### src/rtl/debouncer_pkg.sv
// Shared defaults and helpers for the button debouncer and its benches.
package debouncer_pkg;

    localparam int DEFAULT_COUNTER_BITS = 20;
    localparam int DEFAULT_SYNC_STAGES  = 2;

    // Cycles the synchronized input must hold a new level before it is accepted.
    function automatic longint unsigned stable_cycles(input int unsigned counter_bits);
        return 64'd1 << counter_bits;
    endfunction

endpackage

### src/rtl/debouncer_sync_ff.sv
// Multi-flop synchronizer bringing an asynchronous level into the clk domain.
module sync_ff #(
    parameter int STAGES = 2
) (
    input  logic clk,
    input  logic rst_n,
    input  logic d,
    output logic q
);

    logic [STAGES-1:0] sync_q;
    logic [STAGES-1:0] sync_d;

    always_comb begin
        sync_d = {sync_q[STAGES-2:0], d};
    end

    always_ff @(posedge clk or negedge rst_n) begin
        if (!rst_n) begin
            sync_q <= '0;
        end else begin
            sync_q <= sync_d;
        end
    end

    assign q = sync_q[STAGES-1];

endmodule

### src/rtl/debouncer.sv
// Debounces one bouncy input into a clean level plus single-cycle rise/fall pulses.
module debouncer
    import debouncer_pkg::*;
#(
    parameter int COUNTER_BITS = DEFAULT_COUNTER_BITS,
    parameter int SYNC_STAGES  = DEFAULT_SYNC_STAGES
) (
    input  logic clk,
    input  logic rst_n,
    input  logic input_unstable,
    output logic output_stable,
    output logic rise_pulse,
    output logic fall_pulse
);

    logic                    sync_in;
    logic [COUNTER_BITS-1:0] cnt_q, cnt_d;
    logic                    out_q, out_d;
    logic                    rise_q, rise_d;
    logic                    fall_q, fall_d;

    sync_ff #(
        .STAGES (SYNC_STAGES)
    ) u_sync (
        .clk   (clk),
        .rst_n (rst_n),
        .d     (input_unstable),
        .q     (sync_in)
    );

    always_comb begin
        cnt_d = cnt_q;
        out_d = out_q;
        if (sync_in == out_q) begin
            cnt_d = '0;
        end else if (cnt_q == '1) begin
            // Full stable window seen: accept the level and clear, so the counter never wraps.
            out_d = sync_in;
            cnt_d = '0;
        end else begin
            cnt_d = cnt_q + 1'b1;
        end
        // Pulses are formed from the next output against the current one so they
        // line up with the cycle output_stable first shows its new value.
        rise_d = out_d & ~out_q;
        fall_d = ~out_d & out_q;
    end

    always_ff @(posedge clk or negedge rst_n) begin
        if (!rst_n) begin
            cnt_q  <= '0;
            out_q  <= 1'b0;
            rise_q <= 1'b0;
            fall_q <= 1'b0;
        end else begin
            cnt_q  <= cnt_d;
            out_q  <= out_d;
            rise_q <= rise_d;
            fall_q <= fall_d;
        end
    end

    assign output_stable = out_q;
    assign rise_pulse    = rise_q;
    assign fall_pulse    = fall_q;

endmodule

### config.mk
export PLATFORM = sky130hd
export DESIGN_NAME = debouncer
export DESIGN_NICKNAME = d
export VERILOG_FILES = /design/src/rtl/debouncer_pkg.sv /design/src/rtl/debouncer_sync_ff.sv /design/src/rtl/debouncer.sv
export SDC_FILE = /design/constraint.sdc
export NUM_CORES = 1
export LEC_CHECK = 0
export CORE_ASPECT_RATIO = 1.75
export CORE_MARGIN = 3
export CORE_UTILIZATION = 45
export DETAILED_ROUTE_END_ITERATION = 12
export HOLD_SLACK_MARGIN = 0.1
export PLACE_DENSITY = 0.63
export SKIP_LAST_GASP = 1
export SLEW_MARGIN = 10
export SYNTH_ARGS = -nofsm -noshare
export SYNTH_HDL_FRONTEND = slang
export SYNTH_SLANG_ARGS = --single-unit
### constraint.sdc
create_clock -name clk -period 4.7 [get_ports clk]
set_clock_uncertainty 0.2 [all_clocks]
set_input_delay 0.47 -clock clk [delete_from_list [all_inputs] [get_ports clk]]
set_output_delay 0.47 -clock clk [all_outputs]
set_load 0.01 [all_outputs]
# After elaboration in Yosys (flattened, before gate mapping)
# Cells that the tools add are included.
[classes]
add_sub_neg = 1
n_mux = 4
n_eq_ne = 2
n_bitwise = 4
[ops]
columns = ["cell", "n"]
rows = [
  ["20-bit two-way mux", 2],
  ["20-bit by 1-bit adder with 20-bit output, second input constant", 1],
  ["20-bit == test, second input constant", 1],
  ["1-bit bitwise AND", 2],
  ["1-bit two-way mux", 2],
  ["1-bit inverter", 2],
  ["1-bit == test", 1],
]
[totals]
input_bits = 3
reg_bits = 25
out_inout_bits = 3
word_cells = 16

# Logic depth before layout (Yosys ltp)
[logic_depth]
word_depth = 5
ltp_mapped = 7

# Modules after synthesis
# From an unflattened synthesis, not the netlist that was laid out.
[unflattened]
cells_unflattened = 107
area_unflattened_um2 = 1216.2
[by_module_without_submodules]
columns = ["module", "area_per_inst_um2", "instances", "cells_each"]
rows = [
  ["debouncer", 1166.1, 1, 105],
  ["sync_ff", 50.0, 1, 2],
]

# Least setup slack after synthesis
# Ideal clock, no wire load.
[synth_path]
path_type = "register to register"
startpoint = "reg cnt_q[0]"
endpoint = "reg out_q, in the netlist output_stable"
t_required_ns = 4.375
stages_incl_launch_ff = 7
period_less_slack_ns = 1.965
arrival_time_ns = 1.640
n_path_buf = 1
setup_time_ns = 0.125
setup_slack_ns = 2.735
path_cell_list = "dfrtp_1 -> ha_1 -> and3_1 -> buf_2 -> nand3_4 -> or3_4 -> mux2_4"
[synth_between]
elab_chain_len = 3
[synth_lines]
columns = ["element", "line_no", "source"]
rows = [
  ["start, declared", "debouncer.sv:17", "logic [COUNTER_BITS-1:0] cnt_q, cnt_d;"],
  ["start signal, assigned", "debouncer.sv:56", "cnt_q <= cnt_d;"],
  ["20-bit == test", "debouncer.sv:36", "end else if (cnt_q == '1) begin"],
  ["1-bit two-way mux", "debouncer.sv:36", ""],
  ["1-bit two-way mux", "debouncer.sv:34", "if (sync_in == out_q) begin"],
  ["net out_d", "debouncer.sv:18", "logic out_q, out_d;"],
  ["end signal, assigned", "debouncer.sv:57", "out_q <= out_d;"],
  ["end, declared", "debouncer.sv:18", ""],
]
# The timed path passes the listed nets, and every way through them passes these cells.

# Worst setup path after layout
[layout_path]
startpoint = "reg cnt_q[0]"
endpoint = "reg cnt_q[4]"
[layout_between]
elab_chain_len = 3
elab_cells_between_ends = 4
[layout_lines]
columns = ["element", "line_no"]
rows = [
  ["20-bit by 1-bit adder with 20-bit output or 20-bit == test (tied branches)", "debouncer.sv:41, debouncer.sv:36"],
  ["20-bit two-way mux *", "debouncer.sv:36"],
  ["20-bit two-way mux *", "debouncer.sv:34"],
  ["net cnt_d[4]", "debouncer.sv:17"],
]
# The timed path passes the listed nets; every way through them passes the cells marked *.

==> impl_metrics.ini <==
[floorplan]
start_util_pct = 49.0
io_pins = 6
die_area_sq_um = 3270
die_w_microns = 44.6
coreArea_sq_um = 2390
placementRows = 23
die_h_microns = 73.5

[clocking]
cts_root_buf = clkbuf_8
clock-sinks = 25
cts_tree = yes
worstSkewPairLatency_ns = 0.27
cts_made_buffers = 3
cts_buffer_depth = 2
cts_max_level = 1
cts_resized = 0
hold_buffers = 0
post-cts-setup-buffer-count = 0
path_clk_slew_ns = 0.09

[power]
ir_drop_uv = 269
p_per_area_nw_per_um2 = 281
p_leak_nw = 0.532
p_total_mw = 0.359

[timing]
finalHoldViolations = 0
setup_viol = 0
finalSetupTns_ns = 0
min_period_ns = 2.18
rsz0062_at_grt = false
timing.fmax_mhz = 458
relSlewSlack_pct = 27.4
period_share_pct = 46.5
worst_pin_slew_ns = 1.09
maxSlewViolCount = 0

[synthesis]
netlist_area_sq_um = 1170
synth_cells = 104
synth.top_cell.area_share_pct = 53.4
yosysTopAreaCell = dfrtp_1
yosysMostFrequentCell = dfrtp_1
syn_avg_cell_area_sq_um = 11.3
ys_dominant_reg_cell = dfrtp_1
ys_top_cells_by_count = dfrtp_1 (25), nor2_1 (12), xor2_1 (9)
syn-num-nets = 108
yosys_warnings = 0
yosysSeqAreaShare_pct = 53.4
postSynth.asyncResetShare_pct = 100
synthTopCellsByArea = dfrtp_1 (53%), xor2_1 (6.7%), nor2_1 (3.8%)
synth_edf_count = 0
ys_ff_latch = 25
synthDistinctLibCells = 28

[worst_setup_path]
path_depth = 5
crit_type = reg -> reg
setup.worst_path.start_class = flip-flop
critPathTopFamily = compound AO/OA/AOI/OAI gates
crit_path_cell_trace = ha_1, and3_1, nand3_4, o31ai_4, nor2_1
slowest_stage = o31ai_4
critPathCaptureType = flip-flop
cp_num_buf_inv = 0
worst-path-max-fanout = 17
worstPathRequired_ns = 4.62
reg2regPathDepth = 5
critPathMaxStageDelay_ns = 0.63
arrival_ns = 2.11

[cells_and_area]
multiInputGateArea_sq_um = 517
area_delta_synth_final_pct = 9.30
fillCellCount = 211
finish.net_count = 115
drive_gt1_share_pct = 12.7
register_area_sq_um = 626
num_antenna_cells = 0
design_area_sq_um = 1280
final_util_pct = 53.6

[global_routing]
grt_pass1_wl_microns = 3480
track_usage_pct = 14.4
grt_max_degree = 26
grt-ovfl-total = 0
grt_pass1_vias = 784
antenna_found_initial = 0

[drt]
first_iter_violations = 18
wl_met3_microns = 48
firstDrtPassIters = 4
wl_per_cell_microns = 14.3
wl_met1_microns = 825
drt-total-wl_microns = 1930
top_layer = met4
vias = 773
wl_met2_microns = 1010
vias_per_cell = 5.73
drc = 0
drtAntennaViolNets = 0

[placed_design]
dpl.hpwl_microns = 1380
gp_congestion = 0.758
placed_cell_area_sq_um = 1230
io_buffers = 5

[run_status]
status = finished, final reports clean

[flow_run]
drv_cap = 0

[hold_path]
whs_path_depth = 0
hold_path_class = reg -> reg
layout by cell type, fill, tap and decap left out, drive strengths merged, types with 3 or more instances in the layout:
cell / synthesis / final
o21ai: 4 / 4
or3: 5 / 5
nand4: 6 / 6
clkdlybuf4s50: 0 / 5
nand2: 5 / 5
or4: 3 / 3
dfrtp: 25 / 25
and4: 3 / 3
nor2: 12 / 12
a21oi: 7 / 7
clkbuf: 0 / 3
xnor2: 3 / 3
nand3: 6 / 6
o31ai: 4 / 4
xor2: 9 / 9
routing by layer:
metal  vias up  track usage (%)
met4         0             7.05
met2        10             22.7
li1        381                -
met5         -                0
met3         5             2.21
met1       377             18.8
final timing paths:
check / start / end / slack [ns]
worst max-delay path: cnt_q[0] / cnt_q[4] / 2.52
worst min-delay path: u_sync.sync_q[0] / u_sync.sync_q[1] / 0.17
worst max register to register: cnt_q[0] / cnt_q[4] / 2.52
worst min register to register: u_sync.sync_q[0] / u_sync.sync_q[1] / 0.17
max in group asynchronous: rst_n / cnt_q[6] / 3.06
min in group asynchronous: rst_n / cnt_q[15] / 0.59
where the power goes:
group,internal (mW),total [mW],switching (mW),leakage [nW]
logic,0.00460,0.0131,0.00854,0.168
registers,0.218,0.221,0.00268,0.342
clock network,0.0600,0.125,0.0654,0.0217
total,0.282,0.359,0.0766,0.532
per-stage QoR:
step	worst slack (ns)	cells	hold WS [ns]
after floorplan	2.73	104	-0.0256
after global placement	2.60	131	0.145
after detailed placement	2.50	131	0.147
after CTS	2.48	135	0.177
after global routing	2.34	135	0.187
final	2.52	135	0.171
cells by family after synthesis:
| logic type | count (synthesis) | synth area share [%] |
|---|---|---|
| AND/OR/NAND/NOR | 45 | 24.4 |
| flip-flops | 25 | 53.4 |
| AO/OA/AOI/OAI | 15 | 8.44 |
| XOR/XNOR | 12 | 8.98 |
| buffers and inverters | 5 | 2.46 |
| multiplexers | 1 | 1.28 |
| adder cells (fa/ha/maj) | 1 | 1.07 |
state kept, by name (all words and copies together), names as in the netlist:
register,flops
fall_pulse,1
rise_pulse,1
u_sync.sync_q,2
output_stable,1
cnt_q,20
area by class of cell:
class | count | area share [%]
Inverter | 2 | 0.587
Sequential cell | 25 | 48.9
Clock buffer | 3 | 3.23
Clock inverter | 1 | 0.587
Multi-Input combinational cell | 74 | 40.4
Timing Repair Buffer | 5 | 3.91
Tap cell | 25 | 2.44
No activity file was read; power rests on OpenSTA's default activity.
